$ cat src/rtl/hazard_controller.sv
// Pipeline hazard sequencer: stall/flush control for load-use, memory waits and
// taken-branch redirects, plus a saturating count of fetch-stall cycles.
module hazard_controller #(
    parameter int LOAD_USE_STALL_CYCLES = 1,
    parameter int BRANCH_PENALTY_CYCLES = 2,
    parameter int COUNTER_WIDTH         = 32
) (
    input  logic                     clock,
    input  logic                     reset_n,
    input  logic [4:0]               decode_register_number_a,
    input  logic                     decode_use_a,
    input  logic [4:0]               decode_register_number_b,
    input  logic                     decode_use_b,
    input  logic [4:0]               execute_destination_register_number,
    input  logic                     execute_write_enable,
    input  logic                     execute_is_load,
    input  logic                     execute_branch_taken,
    input  logic                     memory_access_request_valid,
    input  logic                     memory_access_request_ready,
    output logic                     stall_fetch,
    output logic                     stall_decode,
    output logic                     stall_execute,
    output logic                     stall_memory_access,
    output logic                     flush_decode,
    output logic                     flush_execute,
    output logic                     flush_write_back,
    output logic [1:0]               hazard_state,
    output logic [COUNTER_WIDTH-1:0] stall_cycle_count
);

    typedef enum logic [1:0] {
        ST_RUN      = 2'd0,
        ST_LOAD_USE = 2'd1,
        ST_FLUSH    = 2'd2
    } state_e;

    localparam logic [3:0] LU_RELOAD = 4'(LOAD_USE_STALL_CYCLES - 1);
    localparam logic [3:0] BR_RELOAD = 4'(BRANCH_PENALTY_CYCLES - 1);

    state_e                   state_q, state_d;
    logic [3:0]               cnt_q, cnt_d;
    logic [COUNTER_WIDTH-1:0] stall_cnt_q, stall_cnt_d;

    logic mem_wait;
    logic hit_a;
    logic hit_b;
    logic load_use;

    assign mem_wait = memory_access_request_valid & ~memory_access_request_ready;
    assign hit_a    = decode_use_a &
                      (decode_register_number_a == execute_destination_register_number);
    assign hit_b    = decode_use_b &
                      (decode_register_number_b == execute_destination_register_number);
    // x0 is hardwired to zero, so a load targeting it never creates a dependency.
    assign load_use = execute_is_load & execute_write_enable &
                      (execute_destination_register_number != 5'd0) & (hit_a | hit_b);

    always_ff @(posedge clock or negedge reset_n) begin
        if (!reset_n) begin
            state_q     <= ST_RUN;
            cnt_q       <= 4'd0;
            stall_cnt_q <= '0;
        end else begin
            state_q     <= state_d;
            cnt_q       <= cnt_d;
            stall_cnt_q <= stall_cnt_d;
        end
    end

    always_comb begin
        state_d = state_q;
        cnt_d   = cnt_q;
        if (mem_wait) begin
            state_d = state_q;
            cnt_d   = cnt_q;
        end else if (execute_branch_taken) begin
            if (BRANCH_PENALTY_CYCLES > 1) begin
                state_d = ST_FLUSH;
                cnt_d   = BR_RELOAD;
            end else begin
                state_d = ST_RUN;
                cnt_d   = 4'd0;
            end
        end else begin
            case (state_q)
                ST_FLUSH, ST_LOAD_USE: begin
                    cnt_d = cnt_q - 4'd1;
                    if (cnt_q <= 4'd1) begin
                        state_d = ST_RUN;
                        cnt_d   = 4'd0;
                    end
                end
                default: begin
                    if (load_use && (LOAD_USE_STALL_CYCLES > 1)) begin
                        state_d = ST_LOAD_USE;
                        cnt_d   = LU_RELOAD;
                    end
                end
            endcase
        end
    end

    always_comb begin
        stall_fetch         = 1'b0;
        stall_decode        = 1'b0;
        stall_execute       = 1'b0;
        stall_memory_access = 1'b0;
        flush_decode        = 1'b0;
        flush_execute       = 1'b0;
        flush_write_back    = 1'b0;
        if (!reset_n) begin
            stall_fetch = 1'b0;
        end else if (mem_wait) begin
            stall_fetch         = 1'b1;
            stall_decode        = 1'b1;
            stall_execute       = 1'b1;
            stall_memory_access = 1'b1;
            flush_write_back    = 1'b1;
        end else if (execute_branch_taken) begin
            flush_decode  = 1'b1;
            flush_execute = 1'b1;
        end else if (state_q == ST_FLUSH) begin
            flush_decode = 1'b1;
        end else if ((state_q == ST_LOAD_USE) || load_use) begin
            // The first bubble is issued from RUN in the detection cycle itself.
            stall_fetch   = 1'b1;
            stall_decode  = 1'b1;
            flush_execute = 1'b1;
        end
    end

    always_comb begin
        stall_cnt_d = stall_cnt_q;
        if (stall_fetch && !(&stall_cnt_q)) begin
            stall_cnt_d = stall_cnt_q + COUNTER_WIDTH'(1);
        end
    end

    assign hazard_state      = state_q;
    assign stall_cycle_count = stall_cnt_q;

endmodule
$ cat config.mk
export PLATFORM = sky130hd
export DESIGN_NAME = hazard_controller
export DESIGN_NICKNAME = d
export VERILOG_FILES = /design/src/rtl/hazard_controller.sv
export SDC_FILE = /design/constraint.sdc
export NUM_CORES = 1
export LEC_CHECK = 0
export BUFFER_PORTS_ARGS = -buffer_cell sky130_fd_sc_hd__clkbuf_2
export CAP_MARGIN = 20
export CORE_MARGIN = 2
export CORE_UTILIZATION = 45
export DETAILED_ROUTE_END_ITERATION = 10
export PLACE_DENSITY = 0.68
export SYNTH_ARGS = -nofsm -noshare
export SYNTH_HDL_FRONTEND = slang
export SYNTH_SLANG_ARGS = --single-unit
$ cat constraint.sdc
create_clock -name clock -period 2.83 [get_ports clock]
set_clock_uncertainty 0.2 [all_clocks]
set_input_delay 0.4245 -clock clock [delete_from_list [all_inputs] [get_ports clock]]
set_output_delay 0.4245 -clock clock [all_outputs]
set_load 0.05 [all_outputs]
* Word-level counts from Yosys, hierarchy flattened *
Index checks and enable logic that the tools add are counted.
Widths: inputs -> output; s select.

storage, ports and cells
  register bits = 38
  input bits = 24
  output and inout bits = 41

operators by class
  add/subtract/negate cells = 2
  $lt $le $gt $ge = 1
  eq/ne operators = 4
  muxes and demuxes = 20
  bitwise logic cells = 9
  reduce and logical (&&, ||, !) cells = 10

operators by type and width
  cell                   number
  $add 32x1->32 const B  1
  $reduce_and 32->1      1
  $mux 1                 14
  $mux 4                 3
  $eq 5x5->1             2
  $and 1x1->1            6
  $mux 2                 3
  $reduce_bool 5->1      1
  $le 4x1->1 const B     1
  $reduce_bool 2->1      2
  $sub 4x1->4 const B    1
  $reduce_and 3->1       1
  $eq 2x1->1 const B     1
  $eq 2x2->1 const B     1
  $not 1->1              2
  $reduce_and 2->1       1
  $reduce_or 2->1        1
  $logic_and 1x1->1      1
  $logic_not 1->1        1
  $logic_or 1x1->1       1
  $or 1x1->1             1

* Depth between registers and ports, before layout *
Gate-level depths: netlist (run 1).

  word-level depth = 11
  mapped depth = 9

* Worst setup path before layout (run 1) *
No wires, ideal clock.

  kind = input to output
  from = input memory_access_request_valid
  to = output stall_fetch
  arrival = 2.002 ns
  data required time = 2.206 ns
  path slack = 0.203 ns
  stages = 8
  cell sequence = nor2b_1 buf_2 nand2_1 inv_1 a31o_1 nand2_1 inv_1 buf_4

on the way
  longest elaborated chain between the ends = 3

ends and longest elaborated chain
  what                 line  source
  start: declaration   18    input logic memory_access_request_valid,
  $and 1x1->1          49    assign mem_wait = memory_access_request_valid & ~memory_access_request_ready;
  $mux 1 (2 in a row)  n/a
  end: declaration     20    output logic stall_fetch,

Every way passes these cells.

* Worst setup path after layout (run 1) *
  from = input reset_n
  to = output stall_decode

on the way
  longest elaborated chain between the ends = 1

ends and longest elaborated chain
  what                line  source
  start: declaration  9     input logic reset_n,
  $mux 1              111   if (!reset_n) begin
  end: declaration    21    output logic stall_decode,

Every way passes these cells.

==> flow_summary.json, run 1 <==
{
  "hold_violations": 0,
  "clkSinkCount": 37,
  "start_util_pct": 46.0,
  "grt_overflow": 0,
  "path_max_fanout": 5,
  "dieArea_um2": 5300,
  "hold_path_class": "in2reg",
  "drc": 0,
  "layout-drive-gt1-share_pct": 30.4,
  "yosysUniqueCellTypes": 38,
  "vias": 1739,
  "yosys.area.top_type_share_pct": 43.5,
  "clockBufferDepth": 2,
  "multiInputGateArea_um2": 1110,
  "p_per_area_nw_per_um2": 489,
  "ant_nets": 0,
  "seq_area_um2": 926,
  "setup_viol": 0,
  "nFillCells": 432,
  "synth_largest_area_cell": "dfrtp_1",
  "critPathLaunchType": "input pin",
  "grt.total_usage_pct": 17.5,
  "rsz0062_at_grt": "no",
  "yosysSeqAreaShare_pct": 43.5,
  "first_pass_iters": 4,
  "grt_antenna_before_repair": 0,
  "cts_root_buf": "clkbuf_8",
  "drv_cap": 0,
  "synth-seq-cells": 37,
  "cp.required_ps": 2210,
  "synth_area_leaders": "dfrtp_1 (43%), xor2_1 (10%), xnor2_1 (6.2%), nand2_1 (4.2%), nand3_1 (3.8%)",
  "setup_tns_ps": 0,
  "io_pins": 65,
  "ctsResizeCount": 0,
  "htree_levels": 2,
  "fmax_mhz": 378,
  "yosys_warnings": 0,
  "maxSlewViolCount": 0,
  "synth_fp_nets": 247,
  "dp_hpwl_um": 3330,
  "path_clk_slew_ps": 70,
  "worstSetupPathType": "in2out",
  "portBuffers": 63,
  "routed_wl_um": 4430,
  "syn_avg_cell_area_um2": 9.69,
  "r2r_cells": 8,
  "worstSkewPairLatency_ps": 290,
  "grt_pass1_wl_um": 7220,
  "power_leakage_nw": 1.36,
  "most-common-layout-cells": "clkbuf_2 (63), dfrtp_1 (37), xor2_1 (25), nand2_1 (24), nor2_1 (20)",
  "core_um2": 4630,
  "die_w_um": 72.8,
  "syn_area_um2": 2130,
  "nets": 312,
  "cts_tree": "yes",
  "gp_congestion": 0.826,
  "grt_pass1_vias": 1546,
  "fin_crit_sh_pct": 93.4,
  "worstPathArrival_ps": 2020,
  "outcome": "complete, no violations",
  "drt_iter0_drc": 76,
  "wl_per_cell_um": 13.0,
  "netlist_instances": 220,
  "worst_setup_path_end_kind": "primary output",
  "dpl_cell_area_um2": 2480,
  "antennaDiodeCount": 0,
  "vdd_drop_max_uv": 505,
  "rows": 25,
  "final_area_um2": 2590,
  "grt_max_degree": 37,
  "numCtsBuffers": 5,
  "syn_to_final_growth_pct": 21.8,
  "routed_via_density": 5.11,
  "layout.cells.most_common": "clkbuf_2",
  "min_period_ps": 2640,
  "die_y_um": 72.8,
  "holdPathStages": 2
}
-- worst paths after layout --
path	slack, ps	start	end
setup / recovery	190	reset_n	stall_decode
hold / removal	220	execute_branch_taken	cnt_q[1]
setup reg to reg	420	stall_cycle_count[0]	stall_cycle_count[21]
hold reg to reg	290	stall_cycle_count[9]	stall_cycle_count[9]
max in group asynchronous	1470	reset_n	stall_cycle_count[11]
min in group asynchronous	310	reset_n	hazard_state[1]
-- state kept, by name (all words and copies together), names as in the netlist --
signal	count
cnt_q	4
stall_cycle_count	32
hazard_state	1
-- per-stage QoR --
step / worst slack (ps) / cells / hold WS [ps] / utilization, % / total power, mW
after floorplan: 203 / 220 / -71.1 / - / 0.800
after global placement: 466 / 331 / 40.1 / 53.6 / 0.882
after detailed placement: 420 / 331 / 40.7 / 53.6 / 0.885
after CTS: 178 / 340 / 223 / 56.1 / 1.28
after global routing: 83.8 / 340 / 219 / 56.1 / 1.33
final: 186 / 340 / 219 / 56.1 / 1.27
-- worst max-delay path: stages --
cell	delay (ps)
dlygate4sd3_1	550
clkbuf_2	170
nand2_1	100
inv_1	110
a31o_1	180
nand2_1	90
inv_1	110
clkbuf_2	290
-- Yosys cell counts (all sizes together) --
master	instances
a211oi	1
a21oi	3
a31o	1
a31oi	1
and3	4
and4	4
buf	8
clkbuf	1
conb	1
dfrtp	37
ha	3
inv	7
mux2	2
nand2	24
nand2b	2
nand3	18
nand4	10
nor2	20
nor2b	1
nor3	16
nor4	4
o21a	1
o21ai	7
o221ai	1
o22ai	1
o41ai	1
or2	1
xnor2	15
xor2	25
-- power by group --
group	switching (mW)	internal, mW	total (mW)
clock network	0.174	0.220	0.394
registers	0.0431	0.559	0.602
logic	0.188	0.0868	0.274
-- repair_timing --
item	4_1_cts	5_1_grt
hold endpoints to repair	1	0
hold buffers	1	0
endpoints found under the setup margin	0	0
setup buffers	0	0
-- cell type report --
cell class,count,area share (%)
multi-input cells,167,42.9
flip-flops and latches,37,35.7
repair buffers,67,13.9
clock buffers,7,3.71
well taps,54,2.60
inverters,7,1.01
clock inverters,1,0.193
-- cell families (layout without fill, tap and decap cells) --
logic type      count (synthesis)  count (layout)  share of synthesized area, %
fa+ha+maj                       3               3                          1.76
flops                          37              37                          43.5
xor+xnor                       40              40                          16.4
other cells                     1               1                         0.176
simple gates                  104             104                          27.4
compound gates                 17              17                          5.40
buf+inv                        16              82                          4.29
mux                             2               2                          1.06
-- per-layer routing --
metal | wire length [um] | share of wire [%] | global-route usage, % | vias to the layer above
li1 | - | - | - | 884
met1 | 2150 | 49 | 25.8 | 812
met2 | 2050 | 46 | 25.4 | 39
met3 | 178 | 4.0 | 4.14 | 4
met4 | 43 | 0.97 | 5.56 | 0
met5 | 0 | 0 | 0 | -
No activity file was read; power rests on OpenSTA's default activity.
==> run 2: changes to the inputs <==
--- a/config.mk
+++ b/config.mk
@@ -7,7 +7,6 @@
 export LEC_CHECK = 0
 export BUFFER_PORTS_ARGS = -buffer_cell sky130_fd_sc_hd__clkbuf_2
 export CAP_MARGIN = 20
-export CORE_MARGIN = 2
 export CORE_UTILIZATION = 45
 export DETAILED_ROUTE_END_ITERATION = 10
 export PLACE_DENSITY = 0.68
==> run 2 against run 1 <==
- critical path depth fell by 2
- utilization is 2.2 points higher
- combinational power is essentially flat
- final area down 0.24%
- the run now ends with DRC left
- die area shrank 5.4%
- clock power grew 23%
- sequential cell count unchanged
- non-clock buffer count is 1 lower
- power up 6.7%
- critical path type is now reg2reg
- count of clock-buffer cells in the layout fell by 1
- sequential share of layout area rose by 0.086 points
- maximum frequency is 14% higher
==> flow_summary.json, run 2 (same netlist as run 1, synthesis figures left out) <==
{
  "whs_ps": 45.2,
  "vdd_drop_max_uv": 405,
  "io_pins": 65,
  "die_y_um": 70.8,
  "combPwrFrac_pct": 20.0,
  "vias": 1751,
  "grt_overflow": 0,
  "cts_tree": "yes",
  "dp_hpwl_um": 3280,
  "numCtsBuffers": 5,
  "min_period_ps": 2310,
  "nFillCells": 427,
  "portBuffers": 63,
  "p_int_mw": 0.930,
  "worstSkewPairLatency_ps": 290,
  "outcome": "finished with violations",
  "p_per_area_nw_per_um2": 524,
  "maxSlewViolCount": 0,
  "drc": 8,
  "hold_path_class": "in2async",
  "fin_crit_sh_pct": 81.7,
  "p_clk_share_pct": 35.6,
  "multiInputGateArea_um2": 1110,
  "setup_viol": 0,
  "rows": 24,
  "core_um2": 4440,
  "routed_wl_um": 4420,
  "finish.utilization_pct": 58.2,
  "setup_tns_ps": 0,
  "power_leakage_nw": 1.36,
  "grt_max_degree": 38,
  "routed_via_density": 5.20,
  "layout.cells.most_common": "clkbuf_2",
  "p_seq_share_pct": 44.4,
  "start_util_pct": 47.9,
  "path_max_fanout": 30,
  "fmax_mhz": 432,
  "cp.required_ps": 2800,
  "grt_pass1_wl_um": 7490,
  "cts_setup_buffers": 0,
  "grt_pass1_vias": 1598,
  "worstSetupPathType": "reg2reg",
  "first_pass_iters": 8,
  "critPathLaunchType": "flop",
  "worst_setup_path_end_kind": "flop",
  "most-common-layout-cells": "clkbuf_2 (63), dfrtp_1 (37), xor2_1 (25), nand2_1 (24), nor2_1 (20)",
  "ff2ff_setup_slack_ps": 520,
  "cts_root_buf": "clkbuf_8",
  "path_clk_slew_ps": 80,
  "dieArea_um2": 5010,
  "largest_reg_flops": 32,
  "drt_iter0_drc": 133,
  "violations": "DRC",
  "ant_nets": 0,
  "antennaDiodeCount": 0,
  "clkSinkCount": 37,
  "layout-drive-gt1-share_pct": 30.5,
  "cts_hold_buffers": 0,
  "gp_congestion": 0.732,
  "worstPathArrival_ps": 2280,
  "swShare_pct": 31.4,
  "nets": 311,
  "hold_violations": 0,
  "grt.total_usage_pct": 19.1,
  "ctsResizeCount": 0,
  "die_w_um": 70.8,
  "rsz0062_at_grt": "no",
  "wl_per_cell_um": 13.1,
  "place_inst": 329,
  "grt_antenna_before_repair": 0,
  "syn_to_final_growth_pct": 21.5,
  "p_sw_mw": 0.425,
  "seq_area_um2": 926,
  "finalPower_mw": 1.36,
  "htree_levels": 2,
  "drv_cap": 0,
  "clockBufferDepth": 2,
  "finalNonFillerCells": 337
}
[run 2: cell count changes in the layout (fill, tap and decap cells not counted), sizes merged]
cell,delta
bufinv,+1
clkbuf,-1
clkinv,-1
clkinvlp,+1
dlygate4sd3,-1
[run 2: metal layers]
layer  routed length [um]  vias to the layer above  GRT usage [%]
li1                     -                      885              -
met4                   57                        0           6.00
met2                 2020                       36           29.8
met3                  148                        5           4.84
met5                    0                        -              0
met1                 2190                      825           26.2
[run 2: power groups by stage]
stage                     clock network [mW]  registers, mW  logic [mW]
final                                  0.483          0.601       0.271
after global routing                   0.516          0.608       0.300
after CTS                              0.494          0.602       0.274
after detailed placement                   0          0.612       0.273
after global placement                     0          0.608       0.274
after floorplan                            0          0.675       0.125
[run 2: area by class of cell]
class                           instances  share of cell area [%]
Clock inverter                          2                    1.45
Inverter                                7                    1.01
Sequential cell                        37                    35.8
Timing Repair Buffer                   66                    13.0
Clock buffer                            6                    3.19
Multi-Input combinational cell        167                    43.0
Tap cell                               52                    2.51
[run 2: path summary, 6_finish.rpt]
path	startpoint	cells past startpoint	to
worst min-delay path	reset_n	2	stall_cycle_count[29]
worst min register to register	stall_cycle_count[9]	1	stall_cycle_count[9]
worst max-delay path	stall_cycle_count[13]	6	stall_cycle_count[1]
max in group asynchronous	reset_n	2	stall_cycle_count[5]
min in group clock	execute_branch_taken	2	cnt_q[1]
worst max register to register	stall_cycle_count[13]	6	stall_cycle_count[1]
[run 2: metrics by stage]
stage,instance area [um^2],setup WS [ps]
2_1_floorplan,2130,203
3_3_place_gp,2470,575
3_5_place_dp,2470,549
4_1_cts,2590,523
5_1_grt,2590,381
6_report,2590,517
[run 2: worst max-delay path, stage by stage (launching register included)]
cell and delay [ps]:
dfrtp_1 450, nand3_2 140, nor4_4 420, nand4_1 200, nand3_2 110, buf_4 310
mux2_1 350
